===== src/rtl/z80_io_uart_tx.sv =====
// Z80 I/O-mapped UART transmitter: TX FIFO, runtime 16-bit baud divisor, status register.
// Define UART_PARITY_EN to insert a parity bit after the data bits (even/odd via parity_odd).
module z80_io_uart_tx #(
    parameter int          DATA_BITS   = 8,
    parameter int          FIFO_AW     = 4,
    parameter int          STOP_BITS   = 1,
    parameter logic [15:0] DEFAULT_DIV = 16'd434
) (
    input  logic       clk,
    input  logic       reset,
    input  logic [1:0] addr,
    input  logic       wr,
    input  logic       rd,
    input  logic [7:0] wdata,
    output logic [7:0] rdata,
    output logic       tx,
    output logic       busy
);

    localparam int               DEPTH     = 2 ** FIFO_AW;
    localparam logic [FIFO_AW:0] PTR_ONE   = 1;
    localparam logic [2:0]       LAST_DATA = 3'(DATA_BITS - 1);
    localparam logic [2:0]       LAST_STOP = 3'(STOP_BITS - 1);

    typedef enum logic [2:0] {
        S_IDLE   = 3'd0,
        S_START  = 3'd1,
        S_DATA   = 3'd2,
        S_PARITY = 3'd3,
        S_STOP   = 3'd4
    } state_t;

    state_t state, state_next;

    // Host strobes are levels: a write acts once on the cycle wr rises (wr=1, wr_q=0);
    // reads are side-effect free and rdata is valid combinationally while rd=1.
    logic wr_q;
    logic wr_pulse;
    logic wr_fifo, wr_ctrl, wr_div_lo, wr_div_hi;

    assign wr_pulse  = wr & ~wr_q;
    assign wr_fifo   = wr_pulse && (addr == 2'd0);
    assign wr_ctrl   = wr_pulse && (addr == 2'd1);
    assign wr_div_lo = wr_pulse && (addr == 2'd2);
    assign wr_div_hi = wr_pulse && (addr == 2'd3);

    always_ff @(posedge clk) begin
        if (reset) wr_q <= 1'b0;
        else       wr_q <= wr;
    end

    // FIFO
    logic [DATA_BITS-1:0] mem [DEPTH];
    logic [FIFO_AW:0]     wptr, rptr;
    logic                 empty, full, push_ok, pop;

    assign empty   = (wptr == rptr);
    assign full    = (wptr[FIFO_AW] != rptr[FIFO_AW]) &&
                     (wptr[FIFO_AW-1:0] == rptr[FIFO_AW-1:0]);
    assign push_ok = wr_fifo & ~full;

    always_ff @(posedge clk) begin
        if (reset) begin
            wptr <= '0;
            rptr <= '0;
        end else begin
            if (push_ok) wptr <= wptr + PTR_ONE;
            if (pop)     rptr <= rptr + PTR_ONE;
        end
    end

    always_ff @(posedge clk) begin
        if (push_ok) mem[wptr[FIFO_AW-1:0]] <= wdata[DATA_BITS-1:0];
    end

    // Control / status registers; a dropped push beats a same-cycle clear.
    logic        overflow;
    logic [15:0] divisor;
    logic [15:0] div_eff;
    logic        parity_odd;

    always_ff @(posedge clk) begin
        if (reset)                       overflow <= 1'b0;
        else if (wr_fifo && full)        overflow <= 1'b1;
        else if (wr_ctrl && wdata[0])    overflow <= 1'b0;
    end

    always_ff @(posedge clk) begin
        if (reset) begin
            divisor <= DEFAULT_DIV;
        end else begin
            if (wr_div_lo) divisor[7:0]  <= wdata;
            if (wr_div_hi) divisor[15:8] <= wdata;
        end
    end

    assign div_eff = (divisor < 16'd2) ? 16'd2 : divisor;

`ifdef UART_PARITY_EN
    logic par_odd_q;

    always_ff @(posedge clk) begin
        if (reset)        parity_odd <= 1'b0;
        else if (wr_ctrl) parity_odd <= wdata[7];
    end
`else
    assign parity_odd = 1'b0;
`endif

    // Shifter datapath; bit_div is latched per bit so divisor writes never shorten a bit.
    logic [15:0]          cnt;
    logic [15:0]          bit_div;
    logic [2:0]           bit_idx;
    logic [DATA_BITS-1:0] data_q;
    logic                 bit_end;

    assign bit_end = (cnt == bit_div - 16'd1);

    always_ff @(posedge clk) begin
        if (reset) state <= S_IDLE;
        else       state <= state_next;
    end

    always_comb begin
        state_next = state;
        pop        = 1'b0;
        case (state)
            S_IDLE: begin
                if (!empty) begin
                    state_next = S_START;
                    pop        = 1'b1;
                end
            end
            S_START: begin
                if (bit_end) state_next = S_DATA;
            end
            S_DATA: begin
                if (bit_end && bit_idx == LAST_DATA) begin
`ifdef UART_PARITY_EN
                    state_next = S_PARITY;
`else
                    state_next = S_STOP;
`endif
                end
            end
            S_PARITY: begin
                if (bit_end) state_next = S_STOP;
            end
            S_STOP: begin
                if (bit_end && bit_idx == LAST_STOP) begin
                    if (!empty) begin
                        state_next = S_START;
                        pop        = 1'b1;
                    end else begin
                        state_next = S_IDLE;
                    end
                end
            end
            default: state_next = S_IDLE;
        endcase
    end

    always_ff @(posedge clk) begin
        if (reset) begin
            cnt     <= '0;
            bit_div <= 16'd2;
            bit_idx <= '0;
            data_q  <= '0;
        end else begin
            if (state == S_IDLE) begin
                cnt     <= '0;
                bit_idx <= '0;
                bit_div <= div_eff;
            end else if (bit_end) begin
                cnt     <= '0;
                bit_div <= div_eff;
                bit_idx <= (state_next == state) ? bit_idx + 3'd1 : 3'd0;
            end else begin
                cnt <= cnt + 16'd1;
            end
            if (pop) data_q <= mem[rptr[FIFO_AW-1:0]];
        end
    end

`ifdef UART_PARITY_EN
    always_ff @(posedge clk) begin
        if (reset)    par_odd_q <= 1'b0;
        else if (pop) par_odd_q <= parity_odd;
    end
`endif

    always_comb begin
        tx = 1'b1;
        case (state)
            S_START: tx = 1'b0;
            S_DATA:  tx = data_q[bit_idx];
`ifdef UART_PARITY_EN
            S_PARITY: tx = (^data_q) ^ par_odd_q;
`endif
            default: tx = 1'b1;
        endcase
    end

    assign busy = (state != S_IDLE) | ~empty;

    always_comb begin
        rdata = 8'h00;
        if (rd) begin
            case (addr)
                2'd1:    rdata = {parity_odd, 3'b000, overflow, full, empty, busy};
                2'd2:    rdata = divisor[7:0];
                2'd3:    rdata = divisor[15:8];
                default: rdata = 8'h00;
            endcase
        end
    end

endmodule

===== config.mk =====
export PLATFORM = sky130hd
export DESIGN_NAME = z80_io_uart_tx
export DESIGN_NICKNAME = d
export VERILOG_FILES = /design/src/rtl/z80_io_uart_tx.sv
export SDC_FILE = /design/constraint.sdc
export NUM_CORES = 1
export LEC_CHECK = 0
export ABC_AREA = 1
export CAP_MARGIN = 30
export CORE_MARGIN = 1.5
export CORE_UTILIZATION = 44
export DETAILED_ROUTE_END_ITERATION = 8
export GPL_TIMING_DRIVEN = 0
export PLACE_DENSITY_LB_ADDON = 0.3
export REMOVE_ABC_BUFFERS = 1
export SLEW_MARGIN = 20
export SYNTH_ARGS = -nofsm -noshare
export SYNTH_HDL_FRONTEND = slang
export SYNTH_SLANG_ARGS = --single-unit

===== constraint.sdc =====
create_clock -name clk -period 2.4 [get_ports clk]
set_clock_uncertainty 0.05 [all_clocks]
set_input_delay 0.24 -clock clk [delete_from_list [all_inputs] [get_ports clk]]
set_output_delay 0.24 -clock clk [all_outputs]
set_load 0.005 [all_outputs]

==> qor.txt, run 1 <==
Yosys warning count - 0
Largest net degree at the start of global routing - 38
Top cell type's share of synthesized area - 41.77%
Total CTS buffers - 22
Die ar. - 21790 sq um
Comb power frac - 31.0%
Pins over their slew limit - 0
Synth async-reset ratio - 0%
Total GRT Usage - 22.05%
R2r setup slk - 30 ps
DRT Pass-1 Iters - 5
Most frequent CP cell - buf_4
Gr ovfl total - 0
Worst Path Max Fanout - 2
Initial antenna violation count - 0
Fin crit period - 2394 ps
P_int - 7.062 mW
Max_slew headroom - 43.35%
Max stage delay on crit path - 360 ps
Highest Clock Rate - 417.7 MHz
Worst path arrival time - 2100 ps
Switching share of power - 33.81%
Post-synthesis sequential area ratio - 57.87%
Number of port buffers - 23
P per Cell Area - 938.3 nW/um^2
Die X - 147.6 microns
1st-iter DRT viols - 498
Clk_lat worst skew - 510 ps
Drt drc - 0
Dpl hpwl - 13730 microns
WP data required - 2110 ps
WL/cell - 18.05 microns
Top cell type by total area after synthesis - edfxtp_1
Prevailing post-synth register cell - edfxtp_1
Clock power share - 31.4%
Final worst slack - 5.909 ps
Hold depth - 3
Crit start category - flip-flop
FP Rows - 52
Crit path kind - flip-flop to primary output
Synth Area per Inst - 9.410 sq um
H-tree depth - 1
Status - finished clean
Reg clk slew, reported paths - 60 ps
EDFF count, synth - 128
Fin. Hold Viols - 0
Period utilisation layout - 99.75%
Synthesized cell area - 9203 sq um
Crit-path cells - xor2_1 -> nor3_2 -> nand3_2 -> buf_4 -> inv_2 -> buf_4 -> nand2_4 -> a21oi_2 -> nor2_1 -> clkbuf_2
Hold buffers post-CTS - 0
Clk buf depth - 3
Critical Path End Type - primary output
Fin Setup TNS - 0 ps
CTS tree - yes
# placed instances - 1239
Top post-synthesis cells by area - edfxtp_1, dfxtp_1, nor2_1
Crit path max-delay cell type - dfxtp_4
Peak VDD IR - 0.0006058 V
Initial Utilization - 45.19%
Die H - 147.6 microns
Worst-margin pin slew - 847.1 ps
R2r endpoint - bit_idx[2]
CTS root buffer - clkbuf_16
Total number of vias - 7242
Worst Hold Class - input port to flip-flop
Nets - 1069
Hold Crit Start - wr
IO Pins - 24
Gate count after technology mapping - 978
Antenna viol nets, final - 0
Total routed wirelength - 24030 microns
Syn-to-layout area delta - 23.55%
Hold Path Sink - wr_q
Overall power - 10.67 mW
Clock sink count - 202
Pre-CTS setup slack - -1104 ps
Share of cells above drive strength 1 - 20.92%
Core Footprint - 20360 sq um
First-pass GRT wire length - 37120 microns
Gpl congestion - 0.8742
RSZ-0062 raised after global routing - true
# diodes - 0
Via/cell ratio - 5.441
Max_cap viols - 0
Setup Viol. Count Final - 0
RR Startpoint - rptr[2]
Cell Count, Final, Fillers Out - 1331
Pleak - 4.252 nW
FF-to-FF path depth - 17
Cell variety after synth - 51
#FFs+latches synth - 202
Net Sw Power - 3.606 mW
Share of power burned in registers - 37.6%
Vias in the first global route - 6786
==> Yosys cell counts (all sizes together), types with 14 or more instances <==
cell and n:
a21oi 34, clkbuf 26, dfxtp 74, edfxtp 128
inv 93, nand2 163, nand3 41, nor2 176
nor3 15, o21ai 112, o22ai 28, xor2 14
==> layer usage <==
| layer | vias to the layer above | GRT usage (%) | part of all wire (%) |
|---|---|---|---|
| li1 | 3492 | - | - |
| met2 | 285 | 34.49 | 46 |
| met3 | 40 | 4.321 | 8.9 |
| met1 | 3425 | 31.45 | 43 |
| met5 | - | 0 | 0 |
| met4 | 0 | 5.800 | 1.9 |
==> registers in the layout, indices dropped and copies added, names as in the netlist <==
register / count
mem: 128
bit_div: 16
cnt: 16
divisor: 16
data_q: 8
rptr: 5
wptr: 5
bit_idx: 3
state: 3
overflow: 1
wr_q: 1
==> power groups by stage <==
stage          registers [mW]  logic (mW)  clock network (mW)
2_1_floorplan            4.10        1.41                   0
3_3_place_gp             4.24        2.02                   0
3_5_place_dp             4.21        2.08                   0
4_1_cts                  3.99        3.00                3.40
5_1_grt                  4.03        3.57                3.54
6_report                 4.01        3.30                3.35
==> worst max path at each step <==
stage | start | end | slack (ps)
after floorplan | rptr[0] | wptr[4] | -1490
after global placement | rptr[0] | wptr[4] | -3810
after detailed placement | rptr[0] | wptr[4] | -1100
after CTS | rptr[2] | busy | 10
after global routing | bit_div[0] | rptr[4] | -110
final | rptr[2] | rdata[0] | 6
==> worst max-delay path: cells and delay by family, from the launching register on <==
kind	cells	cell delay, ps
buffers and inverters	4	430
xor gates and xnor gates	1	160
and+or+nand+nor	4	480
AOI/OAI and AO/OA	1	160
DFF	1	360
==> cells by family (layout without fill, tap and decap cells) <==
kind of cell             count (synthesis)  after routing  synth area share (%)
AND/OR/NAND/NOR                        413            414                 19.80
AO/OA/AOI/OAI                          204            204                 13.27
adder cells (fa/ha/maj)                 10             10                 1.360
XOR/XNOR                                21             21                 1.999
flip-flops                             202            202                 57.87
buffers and inverters                  128            210                 5.710
==> through the flow <==
step           hold slack, ps  util [%]  cell area (sq um)
2_1_floorplan           259.1         -               9039
3_3_place_gp            397.9     47.17               9607
3_5_place_dp            401.2     47.35               9642
4_1_cts                 214.1     53.60              10920
5_1_grt                 270.4     55.83              11370
6_report                225.5     55.83              11370
==> what timing repair did <==
action	in CTS	in global routing
endpoints found under the setup margin	181	182
pin swaps	14	23
gates cloned	6	0
resized for setup	62	101
buffers inserted	35	12
==> layout make-up <==
class	instances	area, sq um
Clock buffer	34	645.6
Timing Repair Buffer	71	758.2
Clock inverter	6	87.58
Timing Repair inverter	4	40.04
Sequential cell	202	5349
Tap cell	270	337.8
Multi-Input combinational cell	649	3751
Inverter	95	400.4
Fill cell	1699	8995
==> cell usage in the layout, fill, tap and decap left out, types with 8 or more instances in the layout <==
| master | count |
|---|---|
| buf_4 | 30 |
| inv_2 | 10 |
| xor2_1 | 14 |
| o22ai_1 | 25 |
| o21ai_0 | 89 |
| nand3_1 | 35 |
| clkdlybuf4s50_1 | 18 |
| nand2_1 | 142 |
| nor2_4 | 21 |
| edfxtp_1 | 128 |
| o221ai_1 | 13 |
| inv_1 | 78 |
| o21ai_2 | 12 |
| o21ai_1 | 10 |
| a21oi_1 | 30 |
| nand2_2 | 14 |
| clkbuf_16 | 22 |
| buf_12 | 8 |
| dfxtp_1 | 63 |
| nor2_1 | 137 |
| ha_1 | 8 |
| nor2_2 | 17 |
No activity file was read; power rests on OpenSTA's default activity.
==> inputs of run 2 (changes only) <==
CORE_ASPECT_RATIO = 1.5   (was not set)
RECOVER_POWER = 100   (was not set)
==> qor.txt, run 2 (synthesis gave the netlist of run 1 again) <==
Status - finished with violations
Failing checks - setup timing
Pins over their slew limit - 0
Setup Viol. Count Final - 10
Crit path kind - flip-flop to flip-flop
Clk_lat worst skew - 510 ps
Die X - 121.1 microns
WP data required - 2780 ps
Vias in the first global route - 6894
Pre-CTS setup slack - -1062 ps
Hold buffers post-CTS - 0
Final worst slack - -51.09 ps
Reg clk slew, reported paths - 60 ps
Antenna viol nets, final - 0
IO Pins - 24
Pleak - 4.097 nW
Period utilisation layout - 102.1%
CTS tree - yes
Most frequent cells in the layout - nand2_1, nor2_1, edfxtp_1, o21ai_0, inv_1
Total CTS buffers - 21
Commonest non-fill, non-tap cell in the layout - nand2_1
Max_cap viols - 0
Highest Clock Rate - 408.0 MHz
Dpl hpwl - 15500 microns
Crit start category - flip-flop
Share of cells above drive strength 1 - 20.68%
Number of port buffers - 23
Fin Setup TNS - -252.2 ps
Largest net degree at the start of global routing - 35
Fin. Hold Viols - 0
Drt drc - 0
Worst Path Max Fanout - 8
Syn-to-layout area delta - 21.99%
FP Rows - 64
Layout fillers - 1801
DRT Pass-1 Iters - 4
First-pass GRT wire length - 37320 microns
Nets - 1068
Max_slew headroom - 43.73%
Total routed wirelength - 24850 microns
Core Footprint - 20420 sq um
# diodes - 0
Clk buf depth - 3
Clock sink count - 202
Largest register FFs - 128
Multi-input combinational cell area - 3762 sq um
H-tree depth - 1
CTS root buffer - clkbuf_16
Total area of sequential cells - 5351 sq um
Die H - 180.1 microns
Total GRT Usage - 22.22%
Fin crit period - 2451 ps
RSZ-0062 raised after global routing - true
WL/cell - 18.79 microns
Critical Path End Type - flip-flop
Peak VDD IR - 0.0005095 V
Gr ovfl total - 0
Worst-margin pin slew - 841.4 ps
Die ar. - 21810 sq um
Gpl congestion - 0.9209
Via/cell ratio - 5.454
Worst Hold Class - input port to flip-flop
Total number of vias - 7215
Initial antenna violation count - 0
Worst path arrival time - 2830 ps
1st-iter DRT viols - 434
Hold Slack - 236.7 ps
P per Cell Area - 909.5 nW/um^2
Initial Utilization - 45.07%
-- run 2: cell count changes in the layout (fill, tap and decap cells not counted), sizes merged --
cell	before	now
clkbuf	36	29
buf	49	45
clkinvlp	3	2
dlymetal6s2s	1	0
clkinv	5	12
dlygate4sd2	1	3
inv	96	97
nor2	176	177
-- run 2: final cells by class --
| type | instances | share of cell area, % |
|---|---|---|
| Timing Repair Buffer | 68 | 6.086 |
| Tap cell | 264 | 2.942 |
| Clock buffer | 27 | 4.971 |
| Timing Repair inverter | 6 | 0.4793 |
| Sequential cell | 202 | 47.67 |
| Inverter | 95 | 3.544 |
| Multi-Input combinational cell | 650 | 33.52 |
| Clock inverter | 11 | 0.7913 |
-- run 2: per-stage QoR --
step	instances	power, mW	cell area [sq um]	utilization, %
after floorplan	945	5.511	9039	-
after global placement	1232	6.304	9599	47.01
after detailed placement	1234	6.337	9654	47.28
after CTS	1291	9.760	10640	52.11
after global routing	1323	10.65	11230	54.98
final	1323	10.21	11230	54.98
-- run 2: timing repair --
item | 4_1_cts | 5_1_grt
setup buffers | 15 | 28
resized for setup | 62 | 86
setup endpoints to repair | 184 | 181
pin swaps | 4 | 32
gates cloned | 4 | 4
-- run 2: worst paths after layout --
| check | start | endpoint | slack (ps) | cells past startpoint |
|---|---|---|---|---|
| setup / recovery | bit_div[1] | cnt[2] | -50 | 13 |
| setup reg to reg | bit_div[1] | cnt[2] | -50 | 13 |
| hold / removal | wr | wr_q | 240 | 3 |
| hold reg to reg | cnt[0] | cnt[0] | 410 | 1 |
-- run 2: critical path: stages (launching register included) --
cell and delay [ps]:
dfxtp_2 330, inv_2 100, ha_4 170, nand3_4 150, nor2_4 180, nand2_1 60
nand2_1 70, nand2_2 60, nor3b_4 170, nand2_4 90, o21ai_4 100, nor2_4 430
clkinv_4 210, nor3b_2 180
-- run 2: routing by layer --
layer	wire (microns)	global-route usage [%]	share of wire (%)
met1	9280	24.84	37
met2	13590	42.05	55
met3	907	1.962	3.6
met4	1077	9.835	4.3
met5	0	0	0
-- run 2: where the power goes --
| part | total (mW) | switching, mW | internal [mW] |
|---|---|---|---|
| Sequential | 4.04 | 0.196 | 3.84 |
| Combinational | 3.08 | 1.98 | 1.10 |
| Clock | 3.10 | 1.34 | 1.76 |
==> inputs of run 3 (changes only) <==
CTS_BUF_LIST = sky130_fd_sc_hd__clkbuf_4 sky130_fd_sc_hd__clkbuf_8   (was not set)
PLACE_DENSITY = 0.61   (was not set)
PLACE_DENSITY_LB_ADDON = not set   (was 0.3)
==> qor.txt, run 3 (synthesis gave the netlist of run 1 again) <==
Cell Count, Final, Fillers Out - 1343
CP bufs+invs - 6
Most frequent CP cell - buf_4
Worst Hold Class - input port to flip-flop
Peak VDD IR - 0.0008809 V
RSZ-0062 raised after global routing - true
Family with the most delay on the worst path - simple AND/OR/NAND/NOR gates
Vias in the first global route - 7116
Total number of vias - 7148
Max_slew headroom - 37.35%
Die H - 180.1 microns
Pleak - 4.167 nW
Status - finished clean
Gpl congestion - 0.8851
Layout Utilization - 55.06%
Worst Path Max Fanout - 6
Final worst slack - 40.04 ps
P per Cell Area - 915.5 nW/um^2
Share of cells above drive strength 1 - 23.08%
Drt drc - 0
Dpl hpwl - 15130 microns
Die X - 121.1 microns
Pre-CTS setup slack - -1125 ps
Total CTS buffers - 29
FP Rows - 64
P_int - 6.700 mW
CTS root buffer - clkbuf_8
Period utilisation layout - 98.33%
Switching share of power - 34.91%
Clk buf depth - 3
Clk_lat worst skew - 570 ps
Commonest non-fill, non-tap cell in the layout - nand2_1
Setup Viol. Count Final - 0
Total GRT Usage - 22.98%
Layout fillers - 1807
Worst-margin pin slew - 936.7 ps
Fin Setup TNS - 0 ps
1st-iter DRT viols - 490
Initial Utilization - 45.07%
Max stage delay on crit path - 360 ps
Crit path max-delay cell type - dfxtp_4
Crit-path cells - xor2_2 -> nor3_2 -> nand3_1 -> buf_4 -> buf_4 -> buf_4 -> buf_4 -> buf_4 -> nand2_4 -> clkinv_4 -> nand2_8 -> nand3_2 -> nand3_2 -> nor2_4 -> nor2_2 -> nor2_2
Most frequent cells in the layout - nand2_1, nor2_1, edfxtp_1, o21ai_0, inv_1
Reg clk slew, reported paths - 70 ps
Fin. Hold Viols - 0
Worst path arrival time - 2750 ps
Post-DP Area - 9627 sq um
IO Pins - 24
Share of power burned in registers - 39.2%
Via/cell ratio - 5.322
DRT Pass-1 Iters - 4
Gr ovfl total - 0
Pins over their slew limit - 0
WL/cell - 18.65 microns
Number of port buffers - 23
# placed instances - 1233
Comb power frac - 32.3%
Largest net degree at the start of global routing - 38
Antenna viol nets, final - 0
Net Sw Power - 3.593 mW
Critical Path End Type - flip-flop
Clock power share - 28.4%
Crit start category - flip-flop
Total routed wirelength - 25040 microns
Initial antenna violation count - 1
Crit path kind - flip-flop to flip-flop
CTS tree - yes
Highest Clock Rate - 423.7 MHz
Nets - 1080
First-pass GRT wire length - 37890 microns
# diodes - 0
Fin crit period - 2360 ps
Syn-to-layout area delta - 22.18%
Hold Slack - 187.2 ps
Max_cap viols - 0
Overall power - 10.29 mW
H-tree depth - 1
Largest register FFs - 128
Die ar. - 21810 sq um
WP data required - 2790 ps
Post-route cell area - 11240 sq um
Core Footprint - 20420 sq um
Clock sink count - 202
Hold buffers post-CTS - 0
## run 3: cell types whose count changed in the layout (fill, tap and decap cells not counted), sizes merged
cell / previous run / this run
nor2: 177 / 176
clkdlybuf4s50: 18 / 6
buf: 45 / 47
clkinvlp: 2 / 3
clkinv: 12 / 10
dlygate4sd3: 0 / 12
inv: 97 / 93
clkbuf: 29 / 53
## run 3: area by class of cell
type / count / area [sq um] / area share [%]
timing repair buffer: 72 / 665.6 / 5.920
clock inverter: 5 / 56.30 / 0.5008
multi-input combinational: 649 / 3772 / 33.55
clock buffer: 49 / 586.8 / 5.219
tap: 264 / 330.3 / 2.938
timing repair inverter: 7 / 75.07 / 0.6677
sequential: 202 / 5344 / 47.53
inverter: 95 / 412.9 / 3.672
## run 3: final timing paths
path | cells after the start | startpoint | end | slack (ps)
worst max-delay path | 16 | rptr[2] | bit_idx[0] | 40
worst min-delay path | 3 | wr | wr_q | 190
worst max register to register | 16 | rptr[2] | bit_idx[0] | 40
worst min register to register | 2 | overflow | overflow | 410
## run 3: routing by layer
layer  share of wire, %  GRT usage (%)  vias to the layer above
li1                   -              -                     3510
met1                 37          24.87                     3386
met2                 53          42.82                      179
met3                4.6          3.259                       73
met4                5.0          11.58                        0
met5                  0              0                        -
## run 3: worst reg2reg max path, cell delays in order, from the launching register on
cell and delay (ps):
dfxtp_4 360, xor2_2 170, nor3_2 210, nand3_1 160, buf_4 170, buf_4 120
buf_4 120, buf_4 120, buf_4 130, nand2_4 60, clkinv_4 70, nand2_8 140
nand3_2 90, nand3_2 100, nor2_4 50, nor2_2 80, nor2_2 30
## run 3: timing repair
action | CTS | global route
buffers inserted | 31 | 18
gates cloned | 4 | 4
setup endpoints to repair | 185 | 148
gates resized for setup | 58 | 104
pin swaps | 11 | 23
## run 3: power groups by stage
stage,registers [mW],clock network (mW),logic [mW]
after floorplan,4.10,0,1.41
after global placement,4.25,0,2.05
after CTS,4.02,3.00,2.83
after detailed placement,4.21,0,2.10
final,4.04,2.93,3.33
after global routing,4.05,3.12,3.61
